===== src/rtl/id_ex_stage.sv =====
// ID/EX pipeline register: load-use hazard detection, bubble insertion, branch flush and global hold.
// Define IDEX_BUBBLE_CNT_EN to add a bubble_cnt output counting inserted bubbles.
module id_ex_stage #(
  parameter int unsigned DATA_W   = 32,
  parameter int unsigned REG_AW   = 5,
  parameter int unsigned ALU_OP_W = 4
) (
  input  logic                clk,
  input  logic                reset,
  input  logic                hold,
  input  logic                flush,
  input  logic                id_valid,
  input  logic [DATA_W-1:0]   id_pc,
  input  logic [REG_AW-1:0]   id_rs,
  input  logic [REG_AW-1:0]   id_rt,
  input  logic [REG_AW-1:0]   id_wr_reg,
  input  logic                id_uses_rs,
  input  logic                id_uses_rt,
  input  logic [DATA_W-1:0]   id_rs_data,
  input  logic [DATA_W-1:0]   id_rt_data,
  input  logic [DATA_W-1:0]   id_imm,
  input  logic                id_reg_write,
  input  logic                id_mem_read,
  input  logic                id_mem_write,
  input  logic                id_mem_to_reg,
  input  logic                id_alu_src,
  input  logic [ALU_OP_W-1:0] id_alu_op,
  output logic                stall,
  output logic                ex_valid,
  output logic [DATA_W-1:0]   ex_pc,
  output logic [DATA_W-1:0]   ex_rs_data,
  output logic [DATA_W-1:0]   ex_rt_data,
  output logic [DATA_W-1:0]   ex_imm,
  output logic [REG_AW-1:0]   ex_rs,
  output logic [REG_AW-1:0]   ex_rt,
  output logic [REG_AW-1:0]   ex_wr_reg,
  output logic                ex_reg_write,
  output logic                ex_mem_read,
  output logic                ex_mem_write,
  output logic                ex_mem_to_reg,
  output logic                ex_alu_src,
  output logic [ALU_OP_W-1:0] ex_alu_op
`ifdef IDEX_BUBBLE_CNT_EN
  ,
  output logic [31:0]         bubble_cnt
`endif
);

  typedef struct packed {
    logic                valid;
    logic [DATA_W-1:0]   pc;
    logic [DATA_W-1:0]   rs_data;
    logic [DATA_W-1:0]   rt_data;
    logic [DATA_W-1:0]   imm;
    logic [REG_AW-1:0]   rs;
    logic [REG_AW-1:0]   rt;
    logic [REG_AW-1:0]   wr_reg;
    logic                reg_write;
    logic                mem_read;
    logic                mem_write;
    logic                mem_to_reg;
    logic                alu_src;
    logic [ALU_OP_W-1:0] alu_op;
  } ex_slot_t;

  ex_slot_t ex_q, ex_d;
  logic     load_use;
  logic     bubble;

  always_comb begin
    load_use = id_valid && ex_q.valid && ex_q.mem_read && (ex_q.wr_reg != '0) &&
               ((id_uses_rs && (id_rs == ex_q.wr_reg)) ||
                (id_uses_rt && (id_rt == ex_q.wr_reg)));
    // Gated by reset so stall is low while the core is held in reset.
    stall  = reset && (hold || (load_use && !flush));
    bubble = !hold && (flush || load_use);
  end

  always_comb begin
    ex_d = ex_q;
    if (!hold) begin
      if (flush || load_use) begin
        ex_d = '0;
      end else begin
        ex_d.valid      = id_valid;
        ex_d.pc         = id_pc;
        ex_d.rs_data    = id_rs_data;
        ex_d.rt_data    = id_rt_data;
        ex_d.imm        = id_imm;
        ex_d.rs         = id_rs;
        ex_d.rt         = id_rt;
        ex_d.wr_reg     = id_wr_reg;
        ex_d.reg_write  = id_valid && id_reg_write;
        ex_d.mem_read   = id_valid && id_mem_read;
        ex_d.mem_write  = id_valid && id_mem_write;
        ex_d.mem_to_reg = id_valid && id_mem_to_reg;
        ex_d.alu_src    = id_valid && id_alu_src;
        ex_d.alu_op     = id_valid ? id_alu_op : '0;
      end
    end
  end

  always_ff @(posedge clk or negedge reset) begin
    if (!reset) ex_q <= '0;
    else        ex_q <= ex_d;
  end

  assign ex_valid      = ex_q.valid;
  assign ex_pc         = ex_q.pc;
  assign ex_rs_data    = ex_q.rs_data;
  assign ex_rt_data    = ex_q.rt_data;
  assign ex_imm        = ex_q.imm;
  assign ex_rs         = ex_q.rs;
  assign ex_rt         = ex_q.rt;
  assign ex_wr_reg     = ex_q.wr_reg;
  assign ex_reg_write  = ex_q.reg_write;
  assign ex_mem_read   = ex_q.mem_read;
  assign ex_mem_write  = ex_q.mem_write;
  assign ex_mem_to_reg = ex_q.mem_to_reg;
  assign ex_alu_src    = ex_q.alu_src;
  assign ex_alu_op     = ex_q.alu_op;

`ifdef IDEX_BUBBLE_CNT_EN
  logic [31:0] bubble_cnt_q, bubble_cnt_d;

  always_comb begin
    bubble_cnt_d = bubble ? bubble_cnt_q + 32'd1 : bubble_cnt_q;
  end

  always_ff @(posedge clk or negedge reset) begin
    if (!reset) bubble_cnt_q <= '0;
    else        bubble_cnt_q <= bubble_cnt_d;
  end

  assign bubble_cnt = bubble_cnt_q;
`else
  logic unused_bubble;
  assign unused_bubble = bubble;
`endif

endmodule


===== config.mk =====
export PLATFORM = sky130hd
export DESIGN_NAME = id_ex_stage
export DESIGN_NICKNAME = d
export VERILOG_FILES = /design/src/rtl/id_ex_stage.sv
export SDC_FILE = /design/constraint.sdc
export NUM_CORES = 1
export LEC_CHECK = 0
export ABC_CLOCK_PERIOD_IN_PS = 2800
export BUFFER_PORTS_ARGS = -buffer_cell sky130_fd_sc_hd__buf_2
export CAP_MARGIN = 20
export CORE_ASPECT_RATIO = 1.1
export CORE_MARGIN = 2
export CORE_UTILIZATION = 53
export DETAILED_ROUTE_END_ITERATION = 12
export PLACE_DENSITY = 0.84
export SLEW_MARGIN = 0
export SYNTH_ARGS = -nofsm -noshare
export SYNTH_HDL_FRONTEND = slang
export SYNTH_SLANG_ARGS = --single-unit
export TNS_END_PERCENT = 10

===== constraint.sdc =====
create_clock -name clk -period 2.8 [get_ports clk]
set_input_delay 0.28 -clock clk [delete_from_list [all_inputs] [get_ports clk]]
set_output_delay 0.28 -clock clk [all_outputs]
set_load 0.02 [all_outputs]

After elaboration in Yosys (flattened, before gate mapping)
Cells that the tools add are included.
{"block": "word_totals", "mem_bits_rw": 0, "word_cells": 36, "n_memories": 0, "latch_bits": 0, "rom_bits": 0, "register_bits": 153, "input_bits": 159}
{"block": "op_classes", "n_mul": 0, "muxes": 2, "n_reduce_logical": 18, "n_eq_ne": 2, "n_shift": 0, "div_mod_pow": 0, "addsub": 0, "magnitude_cmp": 0, "bitwise_logic": 0}
{"operator": "$mux W153", "count": 1}
{"operator": "$logic_and A1 B1 Y1", "count": 13}
{"operator": "$eq A5 B5 Y1", "count": 2}
{"operator": "$reduce_bool A5 Y1", "count": 1}
{"operator": "$mux W4", "count": 1}
{"operator": "$logic_or A1 B1 Y1", "count": 3}
{"operator": "$logic_not A1 Y1", "count": 1}

Logic depth before layout (Yosys ltp)
{"block": "depth", "word_depth": 7, "mapped_depth": 8, "depth_no_buf": 4}

Worst setup path after synthesis
No wires, ideal clock.
{"block": "synth_timing", "kind": "register to output", "from": "register ex_q, in the netlist ex_wr_reg[1]", "to": "output port stall", "n_path_buf": 1, "required_ns": 2.520, "path_slack_ns": 0.690, "stages_incl_launch_ff": 6, "arrival_time_ns": 1.830, "path_cell_list": "dfrtp_1 > or4_4 > o211a_1 > buf_6 > and4b_1 > a22o_1"}
{"block": "synth_via", "elab_chain_len": 7, "word_cells_on_any_way": 11, "cone_classes": "eq/ne (2); reduce/logical (9)"}
{"item": "from (decl)", "line": "66", "rtl": "ex_slot_t ex_q, ex_d;"}
{"item": "from (signal assigned)", "line": "104", "rtl": "if (!reset) ex_q <= '0;"}
{"item": "from (signal assigned)", "line": "105", "rtl": "else ex_q <= ex_d;"}
{"item": "$eq A5 B5 Y1, on equally long branches", "line": "72, 73"}
{"item": "$logic_and A1 B1 Y1, on equally long branches", "line": "72, 73"}
{"item": "$logic_or A1 B1 Y1", "line": "72", "rtl": "((id_uses_rs && (id_rs == ex_q.wr_reg)) ||"}
{"item": "$logic_and A1 B1 Y1 (*)", "line": "71", "rtl": "load_use = id_valid && ex_q.valid && ex_q.mem_read && (ex_q.wr_reg != '0) &&"}
{"item": "$logic_and A1 B1 Y1 (*)", "line": "75", "rtl": "stall = reset && (hold || (load_use && !flush));"}
{"item": "$logic_or A1 B1 Y1 (*)", "line": "75"}
{"item": "$logic_and A1 B1 Y1 (*)", "line": "75"}
{"item": "to (decl)", "line": "28", "rtl": "output logic stall,"}
Every way passes the cells marked *; elsewhere a longest branch is shown, timed or not.

Worst setup path in the final report
Ends and elaborated chain as after synthesis.

==> metrics.md <==
| Metric | Value |
|---|---|
| Design area | 10200 um2 |
| CP max stage cell | or4_4 |
| Pre-Repair DR Iteration Count | 5 |
| Relative max-transition margin | 0.435 |
| Clock latency on the worst-skew pair | 0.42 ns |
| Core area | 14900 um2 |
| Cell Pwr Density | 601 nW/um2 |
| Clock-pin transition on the worst setup and hold timing paths | 0.06 ns |
| Vias/cell | 6.01 |
| Highest cell delay on the worst timing path | 0.58 ns |
| RSZ-0062 raised after global routing | false |
| Critical path arrival | 2.22 ns |
| DIE AREA | 16000 um2 |
| Async set-reset flop share out of synthesis | 1.00 |
| CTS buffer count | 17 |
| Initial Util | 0.536 |
| Post-DP HPWL | 14300 um |
| CP max FO | 5 |
| Remaining DRCs | 0 |
| CTS max path bufs | 2 |
| Wirelength per Cell | 19.3 um |
| Nets | 1136 |
| Vias post-DR | 7122 |
| Syn Nets | 877 |
| CTS Root Buffer Type | clkbuf_16 |
| Period utilisation layout | 0.894 |
| # setup viols final | 0 |
| CTS sink count | 153 |
| Rows | 47 |
| Most frequent cells in the layout | buf_2 (309), nand2_1 (155), dfrtp_1 (153) |
| WP buf/inv | 1 |
| Synth warn | 0 |
| Ant diodes | 0 |
| Worst Hold Class | input pin to register |
| Area after DPL | 9560 um2 |
| Library cells used by synthesis | 22 |
| Commonest non-fill, non-tap cell in the layout | buf_2 |
| Routed WL | 22800 um |
| Slew @ Worst Pin | 0.847 ns |
| Vias in the first global route | 7188 |
| Layout cells sized above 1 | 0.432 |
| Initial antenna violation count | 0 |
| Min-Delay Startpoint | id_mem_read |
| Tmin final | 2.50 ns |
| Die H | 133 um |
| Number of enable flip-flop cells after synthesis | 0 |
| Area growth syn-to-layout | 27.9% |
| Crit path cell chain | or4_4 > o211a_4 > and4b_1 > a22o_1 > buf_2 |
| CP Capture Type | output pin |
| R2R Path Start | ex_wr_reg[1] |
| Status | completed |
| Sequential-to-total area share from yosys stat | 0.480 |
| Mapped Cells | 718 |
| Max Clock Freq | 400 MHz |
| Count of input and output buffers | 312 |
| Tot GR Track Use | 0.282 |
| Postcts setup bufs | 0 |
| Final clock skew | 0.0131 ns |
| Top FF cell, synth | dfrtp_1 |
| Final hold vios | 0 |
| Crit path max-delay family | simple AND/OR/NAND/NOR gates |
| Area of the mapped netlist | 7970 um2 |
| Register bit count reported by yosys | 153 |
| Iter 0 DRT Violations | 532 |
| Leakage | 4.71 nW |
| Worst vdd ir | 408 uV |
| Largest net degree at the start of global routing | 155 |
| Worst Setup SP | ex_wr_reg[1] |
| Htree depth | 4 |
| Global-route wire length before repair | 36700 um |
| WP data required | 2.52 ns |
| Final Max Slew Viols | 0 |
| Max-Cap Viols | 0 |
| CTS tree | done |
| Mean Syn Cell Area | 11.1 um2 |
| IO Count | 313 |
| Crit path launch type | register |
| Grt ovf | 0 |
| Placer Congestion | 0.804 |
| Crit Path Category | register to output pin |
| Number of nets with antenna violations after routing | 0 |
| Die X | 121 um |
| TNS Setup | 0 ns |
## final cells by class
class / instances / area (um2)
repair buffers: 324 / 1730
flip-flops and latches: 153 / 3830
clock inverters: 10 / 164
well taps: 196 / 245
fillers: 1163 / 4680
clock buffers: 21 / 460
multi-input cells: 481 / 3770
## cells by family (layout without fill, tap and decap cells)
kind of cell,count (synthesis),count (layout),synth area share
simple gates,161,161,0.0785
buf+inv,84,355,0.0507
xor+xnor,10,10,0.0110
compound gates,310,310,0.380
flops,153,153,0.480
## worst paths after layout
check / end / slack [ns] / cells after the start
worst max register to register: ex_pc[0] / 0.71 / 4
min in group asynchronous: ex_alu_op[0] / 0.38 / 2
worst min-delay path: ex_mem_read / 0.12 / 3
max in group asynchronous: ex_rt[4] / 1.46 / 3
worst max-delay path: stall / 0.30 / 5
worst min register to register: ex_reg_write / 0.49 / 2
## Yosys cell counts (2+ instances only)
cell / n / area, um2
a21boi_0: 143 / 1070
a32oi_1: 9 / 78.8
a41oi_1: 73 / 639
a41oi_2: 70 / 1140
buf_2: 17 / 85.1
buf_6: 9 / 101
clkbuf_1: 57 / 214
dfrtp_1: 153 / 3830
nand2_1: 155 / 582
nand4_1: 2 / 12.5
o21ai_0: 10 / 50.1
xnor2_1: 10 / 87.6
## worst reg2reg max path: cells and delay by family (launching register included)
kind            cells  cell delay [ns]
compound gates      2             0.74
buf+inv             1             0.27
flops               1             0.43
simple gates        1             0.58
## metrics by stage
step | power [mW] | setup WS, ns | hold WS [ns] | util | instances
after floorplan | 3.24 | 0.690 | -0.0156 | - | 718
after global placement | 3.68 | 0.732 | 0.247 | 0.643 | 1153
after detailed placement | 3.71 | 0.713 | 0.246 | 0.643 | 1153
after CTS | 6.17 | 0.260 | 0.0964 | 0.685 | 1185
after global routing | 6.37 | 0.216 | 0.0990 | 0.685 | 1185
final | 6.13 | 0.297 | 0.117 | 0.685 | 1185
## where the power goes
group	switching (mW)	total (mW)	leakage (nW)	internal (mW)
clock network	0.914	2.46	0.304	1.54
logic	0.763	1.19	2.42	0.424
registers	0.101	2.49	1.99	2.39
total	1.78	6.13	4.71	4.35
## what timing repair did
item / 4_1_cts / 5_1_grt
resized for setup: 0 / 0
hold endpoints to repair: 42 / 0
hold buffers: 1 / 0
## per-layer routing
metal  up-vias  global-route usage  part of all wire  routed length, um
met5         -                   0                 0                  0
met4         0               0.117             0.030                693
met3        54              0.0841             0.083               1890
met2       339               0.443              0.49              11200
met1      3468               0.363              0.40               9100
li1       3261                   -                 -                  -
Note: power is estimated with default switching activity, not from simulation.
